`src/rtl/serial_adder.sv`:
```
// Digit-serial adder: WIDTH-bit A+B+Cin computed DIGIT bits per clock with a start/busy/done handshake.
// Optional subtract mode is enabled by defining SERIAL_ADDER_SUB_EN, which adds the 'sub' input.
module serial_adder #(
  parameter int unsigned WIDTH = 8,
  parameter int unsigned DIGIT = 1
) (
  input  logic             clk,
  input  logic             rst_n,
`ifdef SERIAL_ADDER_SUB_EN
  input  logic             sub,
`endif
  input  logic             start,
  input  logic [WIDTH-1:0] A,
  input  logic [WIDTH-1:0] B,
  input  logic             Cin,
  output logic             busy,
  output logic             done,
  output logic [WIDTH-1:0] S,
  output logic             Cout,
  output logic             V
);

  localparam int unsigned N  = WIDTH / DIGIT;
  localparam int unsigned CW = (N > 1) ? $clog2(N) : 1;

  typedef enum logic [1:0] {IDLE, RUN, DONE} state_t;

  state_t           state_q, state_d;
  logic [WIDTH-1:0] a_q, a_d;
  logic [WIDTH-1:0] b_q, b_d;
  logic [WIDTH-1:0] acc_q, acc_d;
  logic [WIDTH-1:0] s_q, s_d;
  logic [CW-1:0]    cnt_q, cnt_d;
  logic             carry_q, carry_d;
  logic             cout_q, cout_d;
  logic             v_q, v_d;
  logic             a_msb_q, a_msb_d;
  logic             b_msb_q, b_msb_d;

  logic             sub_w;
  logic [WIDTH-1:0] b_eff;
  logic             cin_eff;
  logic [DIGIT:0]   dsum;
  logic [WIDTH-1:0] acc_shift;
  logic             last;

`ifdef SERIAL_ADDER_SUB_EN
  assign sub_w = sub;
`else
  assign sub_w = 1'b0;
`endif

  // Subtraction is A + ~B + ~Cin, so Cin acts as an active-high borrow-in.
  assign b_eff   = sub_w ? ~B : B;
  assign cin_eff = Cin ^ sub_w;

  assign dsum = {1'b0, a_q[DIGIT-1:0]} + {1'b0, b_q[DIGIT-1:0]} + {{DIGIT{1'b0}}, carry_q};
  // New digit enters from the MSB side; whole-vector shift keeps DIGIT==WIDTH legal.
  assign acc_shift = WIDTH'({dsum[DIGIT-1:0], acc_q} >> DIGIT);
  assign last      = (cnt_q == CW'(N - 1));

  always_comb begin
    state_d = state_q;
    a_d     = a_q;
    b_d     = b_q;
    acc_d   = acc_q;
    s_d     = s_q;
    cnt_d   = cnt_q;
    carry_d = carry_q;
    cout_d  = cout_q;
    v_d     = v_q;
    a_msb_d = a_msb_q;
    b_msb_d = b_msb_q;
    busy    = 1'b0;
    done    = 1'b0;

    unique case (state_q)
      IDLE: begin
        if (start) begin
          state_d = RUN;
          a_d     = A;
          b_d     = b_eff;
          carry_d = cin_eff;
          cnt_d   = '0;
          acc_d   = '0;
          a_msb_d = A[WIDTH-1];
          b_msb_d = b_eff[WIDTH-1];
        end
      end
      RUN: begin
        busy    = 1'b1;
        a_d     = a_q >> DIGIT;
        b_d     = b_q >> DIGIT;
        carry_d = dsum[DIGIT];
        acc_d   = acc_shift;
        cnt_d   = cnt_q + CW'(1);
        if (last) begin
          state_d = DONE;
          s_d     = acc_shift;
          cout_d  = dsum[DIGIT];
          v_d     = (a_msb_q == b_msb_q) && (acc_shift[WIDTH-1] != a_msb_q);
        end
      end
      DONE: begin
        done = 1'b1;
        if (start) begin
          state_d = RUN;
          a_d     = A;
          b_d     = b_eff;
          carry_d = cin_eff;
          cnt_d   = '0;
          acc_d   = '0;
          a_msb_d = A[WIDTH-1];
          b_msb_d = b_eff[WIDTH-1];
        end else begin
          state_d = IDLE;
        end
      end
      default: state_d = IDLE;
    endcase
  end

  always_ff @(posedge clk or negedge rst_n) begin
    if (!rst_n) begin
      state_q <= IDLE;
      a_q     <= '0;
      b_q     <= '0;
      acc_q   <= '0;
      s_q     <= '0;
      cnt_q   <= '0;
      carry_q <= 1'b0;
      cout_q  <= 1'b0;
      v_q     <= 1'b0;
      a_msb_q <= 1'b0;
      b_msb_q <= 1'b0;
    end else begin
      state_q <= state_d;
      a_q     <= a_d;
      b_q     <= b_d;
      acc_q   <= acc_d;
      s_q     <= s_d;
      cnt_q   <= cnt_d;
      carry_q <= carry_d;
      cout_q  <= cout_d;
      v_q     <= v_d;
      a_msb_q <= a_msb_d;
      b_msb_q <= b_msb_d;
    end
  end

  assign S    = s_q;
  assign Cout = cout_q;
  assign V    = v_q;

endmodule

```
`config.mk`:
```
export PLATFORM = sky130hd
export DESIGN_NAME = serial_adder
export DESIGN_NICKNAME = d
export VERILOG_FILES = /design/src/rtl/serial_adder.sv
export SDC_FILE = /design/constraint.sdc
export NUM_CORES = 1
export LEC_CHECK = 0
export ABC_AREA = 1
export BUFFER_PORTS_ARGS = -buffer_cell sky130_fd_sc_hd__buf_2
export CORE_ASPECT_RATIO = 1.25
export CORE_MARGIN = 2
export CORE_UTILIZATION = 45
export CTS_CLUSTER_SIZE = 28
export DETAILED_ROUTE_END_ITERATION = 10
export PLACE_DENSITY = 0.73
export RECOVER_POWER = 25
export SYNTH_ARGS = -nofsm -noshare
export SYNTH_HDL_FRONTEND = slang
export SYNTH_SLANG_ARGS = --single-unit
```
`constraint.sdc`:
```
create_clock -name clk -period 3.33 [get_ports clk]
set_input_delay 0.666 -clock clk [delete_from_list [all_inputs] [get_ports clk]]
set_output_delay 0.666 -clock clk [all_outputs]
set_load 0.1 [all_outputs]
```
==> flow_metrics.py, run 1 <==
metrics = {
    "routing": {
        "drc": 0,
        "num_vias": 1414,
        "drt_iter0_drc": 32,
        "postRouteWirelength_um": 3297,
        "wire_per_inst_um": 10.43,
        "ant_nets": 0,
        "vias_per_cell": 4.475,
        "drt_first_pass_iters": 5,
    },
    "floorplan": {
        "die_area_mm2": 0.004624,
        "dieWidth_um": 61.22,
        "io-pin-count": 32,
        "rows": 26,
        "initial_core_util_pct": 46.03,
        "fp.dieH_um": 75.53,
        "core_area_mm2": 0.004001,
    },
    "layout": {
        "drive_gt1_share_pct": 16.92,
        "antenna_cells": 0,
        "area_delta_synth_final_pct": 14.20,
        "nNetsFinal": 283,
        "utilization_pct": 52.56,
        "fin_area_mm2": 0.002103,
        "fin_cells": 316,
        "num-fill-cells": 403,
    },
    "timing": {
        "min_period_over_period_pct": 77.94,
        "final_max_slew_viol_count": 42,
        "rsz0062_at_grt": "no",
        "worst_pin_slew_ps": 2085,
        "setup_viol": 0,
        "max_slew_margin_pct": -39.01,
        "min_period_ps": 2595,
        "hold_violations": 0,
        "fin_tns_setup_ps": 0,
        "fin_skew_ps": 7.967,
        "max_freq_mhz": 385.3,
    },
    "setup_path": {
        "worstReg2RegStart": "state_q[0]",
        "cp_max_fo": 19,
        "r2r_slack_ps": 1450,
        "critPathCaptureType": "primary output",
        "ff2ff_path_depth": 6,
        "reg2reg_to": "a_q[5]",
        "required_ps": 2660,
        "cp-start-kind": "flip-flop",
        "crit_type": "reg2out",
        "critical_path_arrival_ps": 1930,
    },
    "clock_tree": {
        "cts_tree": "yes",
        "ctsHoldBuffers": 0,
        "h-tree-depth": 2,
        "cts-root-buf": "clkbuf_8",
        "ctsResizeCount": 0,
        "clock_latency_ps": 290,
        "clkSlewWorstSetupHoldPaths_ps": 80,
        "numClockSinks": 41,
        "cts_setup_buffers": 0,
        "cts_made_buffers": 5,
        "clockBufferDepth": 2,
    },
    "hold_path": {
        "hold_start": "S[7]",
        "min_path_type": "reg2reg",
        "min_to": "S[7]",
        "whs_path_depth": 2,
    },
    "synthesis": {
        "synth_fp_nets": 253,
        "seq_area_frac_synth_pct": 55.71,
        "synth.cell_area_mm2": 0.001842,
        "yosys_warnings": 0,
        "synth.avg_cell_area_um2": 8.008,
        "ys_types": 16,
        "synth-seq-cells": 41,
        "syn_inst": 230,
    },
    "placed_design": {
        "place_hpwl_um": 2202,
        "placedCellCount": 309,
        "io_buffers": 31,
        "gp_congestion": 0.7696,
        "placed_cell_area_mm2": 0.002001,
    },
    "global_routing": {
        "grt_pass1_vias": 1350,
        "grt.total_usage_pct": 17.26,
        "grt_max_degree": 42,
        "grt_pass1_wl_um": 5892,
        "grt_overflow": 0,
        "antenna_found_initial": 0,
    },
    "status": {
        "status": "complete, but fails checks",
        "violations": "max-capacitance violations, max-slew violations",
    },
    "run": {
        "cap_violations": 1,
    },
}
==> state kept, by name, summed over array words and instances, names as in the netlist <==
register / flops
Cout: 1
a_q: 8
acc_q: 7
V: 1
b_q: 8
state_q: 2
b_msb_q: 1
cnt_q: 3
S: 8
carry_q: 1
a_msb_q: 1
==> Yosys cell counts (all sizes together) <==
cell type | number | area share [%]
o21ai | 7 | 1.9
fa | 1 | 1.1
buf | 9 | 4.0
nand3 | 1 | 0.27
a21oi | 1 | 0.48
ha | 2 | 1.4
inv | 12 | 2.7
nor2 | 5 | 1.0
dfrtp | 41 | 56
nand2 | 151 | 31
==> placed cells by master, fill, tap and decap left out <==
master / count
nand2_1: 148
dfrtp_1: 41
buf_2: 30
inv_1: 10
o21ai_0: 7
nor2_1: 5
clkbuf_8: 5
nand2_2: 2
ha_1: 2
inv_6: 1
nand2_4: 1
inv_2: 1
nand3_1: 1
a21oi_2: 1
fa_1: 1
bufinv_16: 1
clkinv_2: 1
clkbuf_1: 1
buf_4: 1
==> through the flow <==
step,hold WS [ps],setup slack [ps]
after floorplan,370.4,745.6
after global placement,453.7,1100
after detailed placement,454.2,1064
after CTS,473.3,733.6
after global routing,490.8,575.1
final,469.2,734.5
==> per-layer routing <==
layer | part of all wire [%] | track usage (%) | vias to the layer above
met5 | 0 | 0 | -
met4 | 1.8 | 6.522 | 0
met3 | 3.9 | 5.263 | 7
met2 | 48 | 27.30 | 22
met1 | 47 | 22.22 | 643
li1 | - | - | 742
==> area by class of cell <==
cell class	instances	area (µm²)	area share, %
Tap cell	56	70.07	3.331
Inverter	12	50.05	2.380
Clock buffer	5	68.82	3.272
Timing Repair Buffer	32	161.4	7.674
Sequential cell	41	1026	48.78
Multi-Input combinational cell	168	691.9	32.90
Clock inverter	2	35.03	1.666
==> worst max-delay path by stage <==
stage                     startpoint    to  slack (ps)
after CTS                 state_q[0]  busy         730
after global routing      state_q[0]  busy         580
after floorplan           state_q[0]  done         750
after global placement    state_q[0]  busy        1100
after detailed placement  state_q[0]  busy        1060
final                     state_q[0]  busy         730
==> kinds of logic after synthesis <==
group,Yosys count,synth area share [%]
buf+inv,21,6.726
simple gates,157,32.74
compound gates,8,2.378
fa+ha+maj,3,2.445
flops,41,55.71
==> critical path, stage by stage (launching register included) <==
cell and delay (ps):
dfrtp_1 710, inv_6 160, nor2_1 130, buf_4 190, buf_2 440
Power of run 1 is not shown: default switching activity piles up to over one toggle a cycle in this logic, so the estimate is an artifact.
==> run 2, diff against run 1 <==
PLACE_DENSITY = 0.76   (was 0.73)
clock period = 2.3 ns   (was 3.33 ns; I/O delays follow)
==> run 2 against run 1 <==
Effect of this change: the run now ends clean; via count rose by 2.9%; non-clock buffer count is 4 higher; wire length is 4.7% higher; first-iteration DRC count rose by 120%; sequential share of layout area decreased by 1.3 points; core utilization increased by 1.4 points; clock-buffer cell count increased by 2; global-route usage is 0.29 points lower; largest cell class unchanged; critical path type unchanged; die area unchanged; setup slack lost 470 ps; sequential cell count unchanged.
==> flow_metrics.py, run 2 (synthesis gave the netlist of run 1 again) <==
metrics = {
    "layout": {
        "final_cell_mix": "nand2_1 (148), dfrtp_1 (41), buf_2 (29)",
        "drive_gt1_share_pct": 18.11,
        "layout_commonest_cell": "nand2_1",
        "nNetsFinal": 287,
        "antenna_cells": 0,
        "area_delta_synth_final_pct": 17.26,
    },
    "global_routing": {
        "grt_overflow": 0,
        "grt_max_degree": 25,
        "grt_pass1_vias": 1242,
        "grt_pass1_wl_um": 5775,
        "grt.total_usage_pct": 16.97,
        "antenna_found_initial": 0,
    },
    "clock_tree": {
        "cts-root-buf": "clkbuf_8",
        "clkSlewWorstSetupHoldPaths_ps": 80,
        "ctsHoldBuffers": 0,
        "cts_tree": "yes",
        "cts_made_buffers": 5,
        "clock_latency_ps": 290,
        "numClockSinks": 41,
        "cts_setup_buffers": 0,
        "ctsResizeCount": 0,
        "h-tree-depth": 2,
        "clockBufferDepth": 2,
    },
    "setup_path": {
        "r2r_slack_ps": 550,
        "required_ps": 1840,
        "reg2reg_to": "a_q[6]",
        "critical_path_arrival_ps": 1580,
        "worstSetupEndpoint": "done",
        "worst_path_max_delay_cell": "dfrtp_1",
        "cp-start-kind": "flip-flop",
        "ff2ff_path_depth": 6,
        "cp_cell_sequence": "buf_4 > nor2_2 > buf_2",
        "cpPeakStageDelay_ps": 510,
        "startpoint": "state_q[0]",
        "worstReg2RegStart": "state_q[0]",
        "critPathCaptureType": "primary output",
        "cp_max_fo": 9,
        "crit_type": "reg2out",
    },
    "hold_path": {
        "min_path_type": "in2reg",
    },
    "placed_design": {
        "io_buffers": 31,
        "gp_congestion": 0.7505,
        "place_hpwl_um": 2366,
    },
    "routing": {
        "drt_iter0_drc": 69,
        "drc": 0,
        "ant_nets": 0,
        "vias_per_cell": 4.533,
        "wire_per_inst_um": 10.75,
        "drt_first_pass_iters": 4,
        "postRouteWirelength_um": 3451,
        "num_vias": 1455,
    },
    "timing": {
        "max_freq_mhz": 491.3,
        "worst_pin_slew_ps": 1295,
        "fin_skew_ps": 7.160,
        "setup_viol": 0,
        "fin_tns_setup_ps": 0,
        "max_slew_margin_pct": 13.68,
        "min_period_ps": 2036,
        "hold_violations": 0,
        "rsz0062_at_grt": "no",
        "min_period_over_period_pct": 88.50,
        "final_max_slew_viol_count": 0,
    },
    "floorplan": {
        "die_area_mm2": 0.004624,
        "fp.dieH_um": 75.53,
        "dieWidth_um": 61.22,
        "initial_core_util_pct": 46.03,
        "core_area_mm2": 0.004001,
        "io-pin-count": 32,
        "rows": 26,
    },
    "status": {
        "status": "finished clean",
    },
    "run": {
        "cap_violations": 0,
    },
}
run 2: worst max-delay path, delay by kind of cell, from the launching register on:
family        cells  cell delay [ps]
simple gates      1              110
buf+inv           2              660
flops             1              510
run 2: through the flow:
step | util (%) | setup WS (ps) | hold WS, ps | instances | instance area, µm²
after floorplan | - | 381.6 | 164.4 | 230 | 1844
after global placement | 51.19 | 601.5 | 454.7 | 313 | 2048
after detailed placement | 51.19 | 569.5 | 453.2 | 313 | 2048
after CTS | 54.10 | 254.5 | 159.3 | 321 | 2165
after global routing | 53.97 | 165.7 | 416.7 | 321 | 2160
final | 53.97 | 264.5 | 396.3 | 321 | 2160
run 2: layout make-up:
type / count / area, µm²
sequential: 41 / 1026
inverter: 12 / 50.05
fill: 391 / 1842
clock buffer: 7 / 86.33
timing repair buffer: 36 / 202.7
multi-input combinational: 168 / 694.4
tap: 56 / 70.07
clock inverter: 1 / 30.03
run 2: routing by layer:
layer	track usage [%]	wire length [µm]	part of all wire [%]
met3	3.735	159	4.6
met5	0	0	0
met2	25.65	1595	46
met1	24.17	1641	48
met4	5.797	54	1.6
run 2: worst min-delay path by stage:
stage | startpoint | to | slack [ps] | cells past startpoint
4_1_cts | rst_n | a_q[3] | 160 | 1
3_3_place_gp | b_q[1] | b_q[1] | 450 | 2
6_report | B[7] | b_msb_q | 400 | 3
3_5_place_dp | S[7] | S[7] | 450 | 2
2_1_floorplan | rst_n | Cout | 160 | 0
5_1_grt | B[7] | b_msb_q | 420 | 3
Power of run 2 is left out for the same reason.
==> run 3, diff against run 2 <==
ABC_AREA = not set   (was 1)
==> run 3 against run 2 <==
Effect of this change: register-to-register slack is essentially flat; clock-buffer cell count is the same; critical path type unchanged; area after synthesis shrank 4.1%; non-clock buffer count shrank 1.
==> flow_metrics.py, run 3 <==
metrics = {
    "global_routing": {
        "grt_pass1_vias": 1225,
        "grt_pass1_wl_um": 5609,
        "grt_max_degree": 42,
        "grt.total_usage_pct": 17.15,
        "grt_overflow": 0,
        "antenna_found_initial": 0,
    },
    "layout": {
        "drive_gt1_share_pct": 29.55,
        "antenna_cells": 0,
        "final_cell_mix": "dfrtp_1 (41), buf_2 (29), mux2i_1 (18), nand3_1 (18), o21ai_0 (14)",
        "num-fill-cells": 346,
        "seqCellArea_mm2": 0.001026,
        "layout_commonest_cell": "dfrtp_1",
        "fin_cells": 230,
        "area_delta_synth_final_pct": 16.50,
        "nNetsFinal": 199,
        "multi_input_area_um2": 655.6,
    },
    "setup_path": {
        "crit_family": "flip-flops",
        "crit_type": "reg2out",
        "worst_path_max_delay_cell": "dfrtp_1",
        "critPathCaptureType": "primary output",
        "cp_max_fo": 11,
        "cp-start-kind": "flip-flop",
        "critical_path_arrival_ps": 1620,
        "path_buf_inv": 2,
        "cp_cell_sequence": "nand2b_1 > inv_2 > buf_12",
        "required_ps": 1840,
        "cpPeakStageDelay_ps": 560,
    },
    "routing": {
        "drc": 0,
        "drt_first_pass_iters": 4,
        "drt_iter0_drc": 25,
        "ant_nets": 0,
        "wire_per_inst_um": 14.46,
        "postRouteWirelength_um": 3326,
        "num_vias": 1183,
        "vias_per_cell": 5.143,
    },
    "floorplan": {
        "io-pin-count": 32,
        "core_area_mm2": 0.003785,
        "rows": 25,
        "die_area_mm2": 0.004446,
        "initial_core_util_pct": 46.68,
        "fp.dieH_um": 74.06,
        "dieWidth_um": 60.04,
    },
    "synthesis": {
        "yosysMostFrequentCell": "dfrtp_1",
        "yosys_warnings": 0,
        "synth-async-reset-ratio_pct": 100.0,
        "synth_top_area_share_pct": 58.07,
        "seq_area_frac_synth_pct": 58.07,
        "ys.flop_type": "dfrtp_1",
        "synth_fp_nets": 167,
        "synth_area_leaders": "dfrtp_1 (58%), mux2i_1 (10%), mux2_2 (5.7%)",
        "synth-edff-count": 0,
        "synth.avg_cell_area_um2": 12.27,
        "synth-seq-cells": 41,
        "synth_common_cells": "dfrtp_1 (41), mux2i_1 (18), nand3_1 (18)",
        "synth_top_area_cell": "dfrtp_1",
        "ys_types": 24,
        "synth.cell_area_mm2": 0.001767,
        "syn_inst": 144,
    },
    "timing": {
        "max_freq_mhz": 480.9,
        "hold_violations": 0,
        "rsz0062_at_grt": "no",
        "min_period_over_period_pct": 90.40,
        "final_max_slew_viol_count": 0,
        "setup_viol": 0,
        "max_slew_margin_pct": 33.02,
        "worst_pin_slew_ps": 1005,
        "fin_skew_ps": 5.234,
        "min_period_ps": 2079,
        "holdWs_ps": 331.8,
        "fin_tns_setup_ps": 0,
    },
    "clock_tree": {
        "h-tree-depth": 2,
        "cts_made_buffers": 5,
        "ctsResizeCount": 0,
        "cts_setup_buffers": 0,
        "cts_tree": "yes",
        "cts-root-buf": "clkbuf_8",
        "clock_latency_ps": 280,
        "clkSlewWorstSetupHoldPaths_ps": 70,
        "ctsHoldBuffers": 0,
        "numClockSinks": 41,
        "clockBufferDepth": 2,
    },
    "placed_design": {
        "placedCellCount": 223,
        "io_buffers": 31,
        "gp_congestion": 0.7337,
        "place_hpwl_um": 2388,
    },
    "run": {
        "cap_violations": 0,
    },
    "status": {
        "status": "finished clean",
    },
    "hold_path": {
        "min_path_type": "in2async",
    },
}
## run 3: changes by cell type in the layout (fill, tap and decap cells not counted), sizes merged, moves of 6 or more
cell / before / now
o21ai: 7 / 20
nand2: 151 / 2
mux2: 0 / 9
mux2i: 0 / 18
nand3: 1 / 18
inv: 12 / 6
a22o: 0 / 8
## run 3: final timing paths
| path | start | end | slack, ps | cells after the start |
|---|---|---|---|---|
| setup / recovery | state_q[0] | busy | 220 | 3 |
| hold / removal | rst_n | S[4] | 330 | 1 |
| setup reg to reg | cnt_q[0] | S[5] | 560 | 4 |
| hold reg to reg | Cout | Cout | 490 | 2 |
| max in group asynchronous | rst_n | b_q[6] | 1350 | 1 |
| min in group clk | B[7] | b_msb_q | 430 | 2 |
## run 3: final cells by class
class / count / area share [%]
sequential: 41 / 49.85
timing repair buffer: 35 / 9.726
multi-input combinational: 87 / 31.85
inverter: 6 / 1.094
tap: 54 / 3.283
clock buffer: 7 / 4.195
## run 3: cell families (layout without fill, tap and decap cells)
logic type	Yosys count	in the layout	synth area share, %
compound gates	31	31	10.77
fa+ha+maj	3	3	2.549
buf+inv	16	48	4.957
flops	41	41	58.07
mux	27	27	15.93
simple gates	26	26	7.721
## run 3: worst register-to-register path, cell delays in order (launching register included)
cell and delay [ps]:
dfrtp_1 390, ha_1 200, ha_1 210, nand3b_1 420, mux2_2 400
## run 3: metal layers
metal / share of wire, % / track usage [%] / wire length [µm]
met2: 52 / 28.86 / 1718
met1: 43 / 20.93 / 1429
met5: 0 / 0 / 0
met4: 0.81 / 5.926 / 27
met3: 4.6 / 4.870 / 152
## run 3: stage by stage
stage | cell area [µm²] | util, % | worst slack, ps
2_1_floorplan | 1769 | - | 363.2
3_3_place_gp | 1972 | 52.10 | 565.3
3_5_place_dp | 1972 | 52.10 | 527.2
4_1_cts | 2058 | 54.38 | 209.2
5_1_grt | 2058 | 54.38 | 77.02
6_report | 2058 | 54.38 | 220.7
Power of run 3 is left out for the same reason.
